==> src/rtl/booth_mul_seq_pkg.sv <==
// Shared ALU definitions for the sequential Booth multiplier: operand width,
// controller states and the radix-4 Booth digit decode.
package alu_pkg;

   localparam int WIDTH = 32;

   typedef enum logic [1:0] {
      IDLE = 2'd0,
      RUN  = 2'd1,
      DONE = 2'd2
   } mul_state_e;

   typedef enum logic [2:0] {
      ZERO = 3'd0,
      POS1 = 3'd1,
      POS2 = 3'd2,
      NEG1 = 3'd3,
      NEG2 = 3'd4
   } booth_op_e;

   // Window is {b[i+1], b[i], b[i-1]}; digit = -2*b[i+1] + b[i] + b[i-1].
   function automatic booth_op_e booth_decode(input logic [2:0] window);
      booth_op_e op;
      case (window)
         3'b000, 3'b111: op = ZERO;
         3'b001, 3'b010: op = POS1;
         3'b011:         op = POS2;
         3'b100:         op = NEG2;
         3'b101, 3'b110: op = NEG1;
         default:        op = ZERO;
      endcase
      return op;
   endfunction

endpackage

==> src/rtl/booth_mul_seq_if.sv <==
// Request/response bundle between the control unit and the Booth multiplier.
interface booth_mul_seq_if #(parameter int WIDTH = alu_pkg::WIDTH);
   logic               start;
   logic [WIDTH-1:0]   A;
   logic [WIDTH-1:0]   B;
   logic               busy;
   logic               done;
   logic [2*WIDTH-1:0] Z;

   modport master (output start, output A, output B,
                   input busy, input done, input Z);
   modport slave  (input start, input A, input B,
                   output busy, output done, output Z);
endinterface

==> src/rtl/booth_mul_seq_recode.sv <==
// Radix-4 Booth recoder: turns a 3-bit multiplier window into sign,
// doubling and zero controls for the partial-product select.
module booth_recode
   import alu_pkg::*;
(
   input  logic [2:0] i_window,
   output logic       o_neg,
   output logic       o_two,
   output logic       o_zero
);
   booth_op_e w_op;

   // Decode the window and fan the digit out into the three controls.
   always_comb begin
      w_op   = booth_decode(i_window);
      o_neg  = (w_op == NEG1) || (w_op == NEG2);
      o_two  = (w_op == POS2) || (w_op == NEG2);
      o_zero = (w_op == ZERO);
   end
endmodule

==> src/rtl/booth_mul_seq.sv <==
// Sequential signed WIDTHxWIDTH multiplier, radix-4 Booth, two multiplier bits
// per clock; result packed {HI, LO} and presented with a one-cycle done pulse.
module booth_mul_seq
   import alu_pkg::*;
#(
   parameter int WIDTH = alu_pkg::WIDTH
)(
   input  logic              clock,
   input  logic              reset_n,
   booth_mul_seq_if.slave    bus
);
   localparam int STEPS = WIDTH / 2;
   localparam int CW    = $clog2(STEPS);
   localparam int PW    = WIDTH + 2;

   mul_state_e          r_state;
   mul_state_e          w_state_nxt;
   logic [CW-1:0]       r_cnt;
   logic [PW-1:0]       r_m;
   logic [PW-1:0]       r_p_hi;
   logic [WIDTH-1:0]    r_p_lo;
   logic                r_q;
   logic [2*WIDTH-1:0]  r_z;
   logic                r_busy;
   logic                r_done;

   logic                w_neg;
   logic                w_two;
   logic                w_zero;
   logic [PW-1:0]       w_mag;
   logic [PW-1:0]       w_addend;
   logic [PW-1:0]       w_sum;
   logic [PW-1:0]       w_hi_nxt;
   logic [WIDTH-1:0]    w_lo_nxt;
   logic                w_last;

   booth_recode u_recode (
      .i_window ({r_p_lo[1:0], r_q}),
      .o_neg    (w_neg),
      .o_two    (w_two),
      .o_zero   (w_zero)
   );

   // Booth step: select +/-M or +/-2M, accumulate, then arithmetic shift by 2.
   always_comb begin
      w_mag    = {PW{1'b0}};
      w_addend = {PW{1'b0}};
      if (w_zero) begin
         w_mag = {PW{1'b0}};
      end else if (w_two) begin
         w_mag = {r_m[PW-2:0], 1'b0};
      end else begin
         w_mag = r_m;
      end
      if (w_neg) begin
         w_addend = ~w_mag + {{(PW-1){1'b0}}, 1'b1};
      end else begin
         w_addend = w_mag;
      end
      w_sum    = r_p_hi + w_addend;
      w_hi_nxt = {{2{w_sum[PW-1]}}, w_sum[PW-1:2]};
      w_lo_nxt = {w_sum[1:0], r_p_lo[WIDTH-1:2]};
      w_last   = (r_cnt == CW'(STEPS - 1));
   end

   // Controller next state; start is only honoured outside RUN.
   always_comb begin
      w_state_nxt = r_state;
      case (r_state)
         IDLE: begin
            if (bus.start) w_state_nxt = RUN;
            else           w_state_nxt = IDLE;
         end
         RUN: begin
            if (w_last) w_state_nxt = DONE;
            else        w_state_nxt = RUN;
         end
         DONE: begin
            if (bus.start) w_state_nxt = RUN;
            else           w_state_nxt = IDLE;
         end
         default: w_state_nxt = IDLE;
      endcase
   end

   // State register plus registered status flags derived from the next state.
   always_ff @(posedge clock or negedge reset_n) begin
      if (!reset_n) begin
         r_state <= IDLE;
         r_busy  <= 1'b0;
         r_done  <= 1'b0;
      end else begin
         r_state <= w_state_nxt;
         r_busy  <= (w_state_nxt == RUN);
         r_done  <= (w_state_nxt == DONE);
      end
   end

   // Operand capture, iteration and result latch; Z moves only on completion.
   always_ff @(posedge clock or negedge reset_n) begin
      if (!reset_n) begin
         r_cnt  <= {CW{1'b0}};
         r_m    <= {PW{1'b0}};
         r_p_hi <= {PW{1'b0}};
         r_p_lo <= {WIDTH{1'b0}};
         r_q    <= 1'b0;
         r_z    <= {(2*WIDTH){1'b0}};
      end else if (r_state == RUN) begin
         r_p_hi <= w_hi_nxt;
         r_p_lo <= w_lo_nxt;
         r_q    <= r_p_lo[1];
         r_cnt  <= r_cnt + {{(CW-1){1'b0}}, 1'b1};
         if (w_last) begin
            r_z <= {w_hi_nxt[WIDTH-1:0], w_lo_nxt};
         end else begin
            r_z <= r_z;
         end
      end else if (bus.start) begin
         r_m    <= {{2{bus.A[WIDTH-1]}}, bus.A};
         r_p_hi <= {PW{1'b0}};
         r_p_lo <= bus.B;
         r_q    <= 1'b0;
         r_cnt  <= {CW{1'b0}};
      end else begin
         r_cnt <= r_cnt;
      end
   end

   assign bus.busy = r_busy;
   assign bus.done = r_done;
   assign bus.Z    = r_z;

endmodule

==> src/flat_wrapper.sv <==
// flat-port wrapper written by rule: the top's interface ports become plain ports
module booth_mul_seq_flat import alu_pkg::*;
#(
   parameter int WIDTH = alu_pkg::WIDTH
)
  (clock, reset_n, bus_start, bus_A, bus_B, bus_busy, bus_done, bus_Z);
  booth_mul_seq_if #(.WIDTH(WIDTH)) bus_i ();
  input  logic clock;
  input  logic reset_n;
  input wire logic [$bits(bus_i.start)-1:0] bus_start;
  input wire logic [$bits(bus_i.A)-1:0] bus_A;
  input wire logic [$bits(bus_i.B)-1:0] bus_B;
  output wire logic [$bits(bus_i.busy)-1:0] bus_busy;
  output wire logic [$bits(bus_i.done)-1:0] bus_done;
  output wire logic [$bits(bus_i.Z)-1:0] bus_Z;
  assign bus_i.start = bus_start;
  assign bus_i.A = bus_A;
  assign bus_i.B = bus_B;
  assign bus_busy = bus_i.busy;
  assign bus_done = bus_i.done;
  assign bus_Z = bus_i.Z;
  booth_mul_seq #(.WIDTH(WIDTH)) u_core (.clock(clock), .reset_n(reset_n), .bus(bus_i));
endmodule
==> config.mk <==
export PLATFORM = sky130hd
export DESIGN_NAME = booth_mul_seq_flat
export DESIGN_NICKNAME = d
export VERILOG_FILES = /design/src/rtl/booth_mul_seq_pkg.sv /design/src/rtl/booth_mul_seq_if.sv /design/src/rtl/booth_mul_seq_recode.sv /design/src/rtl/booth_mul_seq.sv /design/src/flat_wrapper.sv
export SDC_FILE = /design/constraint.sdc
export NUM_CORES = 1
export LEC_CHECK = 0
export BUFFER_PORTS_ARGS = -buffer_cell sky130_fd_sc_hd__clkbuf_2
export CAP_MARGIN = 20
export CORE_MARGIN = 10
export CORE_UTILIZATION = 40
export DETAILED_ROUTE_END_ITERATION = 8
export GPL_TIMING_DRIVEN = 0
export SYNTH_ARGS = -nofsm -noshare
export SYNTH_HDL_FRONTEND = slang
export SYNTH_SLANG_ARGS = --single-unit
==> constraint.sdc <==
create_clock -name clock -period 7.6 [get_ports clock]
set_clock_uncertainty 0.05 [all_clocks]
set_input_delay 1.52 -clock clock [delete_from_list [all_inputs] [get_ports clock]]
set_output_delay 1.52 -clock clock [all_outputs]
set_load 0.005 [all_outputs]
==> run metrics <==
critical path capture point type register; reg2reg start u_core.r_p_lo[0]; vias in the first global route 8254; CTS tree built; Syn Nets 1161; Tmin final 7.07 ns; Layout Cells excl Fill 1538; Top delay family on crit path buffers and inverters; fraction of layout instances using a drive strength above 1 0.173; post-synthesis cell type count 62; FF+latch count, synth 169; Routed Antenna Nets 0; Synth Flop Type dfrtp_1; Setup TNS 0 ns; gp weighted congestion 0.919; Routed Wire Length 27.9 mm; initial drt markers 695; Hold Path Class register to register; Worst Path Max Fanout 19; Skew-Pair Late Insertion Delay 0.44 ns; GRT Util Overall 0.183; WHS Endpoint u_core.bus.Z[49]; vias 8207; n_diodes 0; hold buffer count at CTS 0; Post-Syn Area 0.00953 mm2; die height 174 um; Cells after Synth 1056; area delta synth->final 18.0%; Site Rows 56; largest net degree at the start of global routing 97; Pre-Repair DR Iteration Count 5; cell depth of the worst hold path 2; CP Buf/Inv Count 7; period utilisation layout 0.930; arrival time worst endpoint 7.33 ns; Avg Synthesized Cell Area 9.03 um2; fillcell total 2303; Hold Startpoint u_core.bus.Z[49]; DRC 0; fin. max-slew vios 0; maximum buffer depth of the clock tree 2; Die Wd 174 um; CP max stage cell clkbuf_2; Core Util, Final 0.479; cts bufs inserted 17; first-pass GRT wire length 45.1 mm; dpl hpwl 21.1 mm; RSZ-0062 raised after global routing no; CTS sink count 169; Register Area 0.00423 mm2; Via density 5.34; routed len/inst 18.1 um; Hold Fails Final Rpt 0; Layout Nets 1311; CP required 7.86 ns; r2r setup slk 0.53 ns; dpl cells 1507; crit path kind register to register; total core area 0.0235 mm2; io pins 133; yosys synthesis warning count 0; Worst-Margin Slew 0.892 ns; Initial Util 0.406; r2r worst-path depth 27; Clock transition at path regs 0.08 ns; die area 0.0304 mm2; root buffer cell clkbuf_16; CP max stage delay 0.49 ns; total grt overflow 0; number of synthesized flops with an enable pin 0; initial antenna violation count 0; fmax 141 MHz; CP startpoint kind register; Most Frequent Cell on Critical Path ha_1; sequential-to-total area share from yosys stat 0.444; Port Buffer Count 131; asr flop ratio synth 1.00; status complete, no violations; H-tree levels 4; multi-input combinational cell area 0.00502 mm2; RR Endpoint u_core.r_p_hi[32]; max-cap violations 0; Rel. slew slack 0.403; Setup Viol. Count Final 0
how the worst max path moves through the flow:
| stage | endpoint | startpoint | depth (start not counted) | slack (ns) |
|---|---|---|---|---|
| floorplan | u_core.r_p_hi[32] | u_core.r_p_lo[0] | 28 | 1.78 |
| global placement | u_core.bus.Z[63] | u_core.r_q | 28 | -0.007 |
| detailed placement | u_core.bus.Z[63] | u_core.r_p_lo[0] | 28 | 0.08 |
| CTS | u_core.r_p_hi[32] | u_core.r_p_lo[0] | 28 | 0.002 |
| global route | u_core.r_p_hi[32] | u_core.r_p_lo[0] | 27 | 0.09 |
| finish | u_core.r_p_hi[32] | u_core.r_p_lo[0] | 27 | 0.53 |
layer usage:
| metal | vias up | global-route usage | wire length [um] |
|---|---|---|---|
| met5 | - | 0 | 0 |
| li1 | 3996 | - | - |
| met4 | 0 | 0.0549 | 512 |
| met1 | 3931 | 0.254 | 13400 |
| met2 | 237 | 0.283 | 12400 |
| met3 | 43 | 0.0362 | 1540 |
sequential cells by signal (all words and copies together), names as in the netlist:
name             cells
u_core.bus.Z        64
u_core.bus.busy      1
u_core.bus.done      1
u_core.r_cnt         4
u_core.r_m          32
u_core.r_p_hi       32
u_core.r_p_lo       32
u_core.r_q           1
u_core.r_state       2
cell usage in the layout, fill, tap and decap left out, drive strengths merged, types with 12 or more instances in the layout:
cell type | Yosys | layout
clkbuf | 48 | 197
xnor2 | 41 | 41
xor2 | 26 | 26
ha | 37 | 37
dfrtp | 169 | 169
nand3 | 34 | 34
nor2 | 39 | 39
inv | 16 | 21
nor2b | 12 | 12
a21oi | 68 | 68
mux2 | 34 | 34
nand2 | 233 | 233
o21ai | 128 | 128
a22oi | 18 | 18
mux2i | 33 | 33
area by class of cell:
cell class                 instances  share of cell area
sequential                       169               0.376
buffer                            56              0.0192
multi-input combinational        813               0.446
clock inverter                    15              0.0180
clock buffer                      17              0.0378
tap                              319              0.0355
timing repair buffer             132              0.0615
inverter                          17             0.00567
cell usage after synthesis, drive strengths merged, types with 3 or more instances:
cell type,number,area share
and2,3,0.0022
a21oi,68,0.036
nor2b,12,0.0079
and3,10,0.0066
a2111o,3,0.0035
a21o,9,0.0071
nand3,34,0.018
o22ai,4,0.0026
nor3,5,0.0026
ha,37,0.049
nand2b,3,0.0020
o21bai,9,0.0075
dfrtp,169,0.44
a31oi,6,0.0039
nand4,4,0.0026
o21a,4,0.0032
buf,9,0.0039
clkbuf,48,0.019
inv,16,0.0063
a21boi,5,0.0039
nor2,39,0.015
nand2,233,0.092
a211o,3,0.0028
a211oi,8,0.0068
o31ai,5,0.0045
a22oi,18,0.014
a22o,3,0.0028
mux2i,33,0.035
mux2,34,0.040
xnor2,41,0.038
o21ai,128,0.067
xor2,26,0.024
cell families after synthesis:
logic type / Yosys count / share of synthesized area
multiplexers: 67 / 0.0748
AND/OR/NAND/NOR: 355 / 0.159
flip-flops: 169 / 0.444
XOR/XNOR: 67 / 0.0616
adder cells (fa/ha/maj): 38 / 0.0507
AO/OA/AOI/OAI: 286 / 0.181
buffers and inverters: 74 / 0.0295
through the flow:
step / area, um2 / setup WS, ns / hold WS (ns)
after global routing: 11200 / 0.0888 / 0.446
after detailed placement: 10600 / 0.0769 / 0.413
after CTS: 11300 / 0.00224 / 0.432
final: 11200 / 0.529 / 0.428
after global placement: 10600 / -0.00724 / 0.409
after floorplan: 9530 / 1.78 / 0.392
repair_timing:
| item | CTS | global route |
|---|---|---|
| gates resized for setup | 0 | 3 |
| buffers inserted | 0 | 0 |
| endpoints found under the setup margin | 0 | 18 |
worst min-delay path, stage by stage (launching register included):
cell	delay [ns]
dfrtp_1	0.35
nand2_1	0.05
nand2_1	0.05
Power is left out: the tool's default activity adds up to more than one toggle a clock period on the data nets, which glitch-free logic cannot reach.
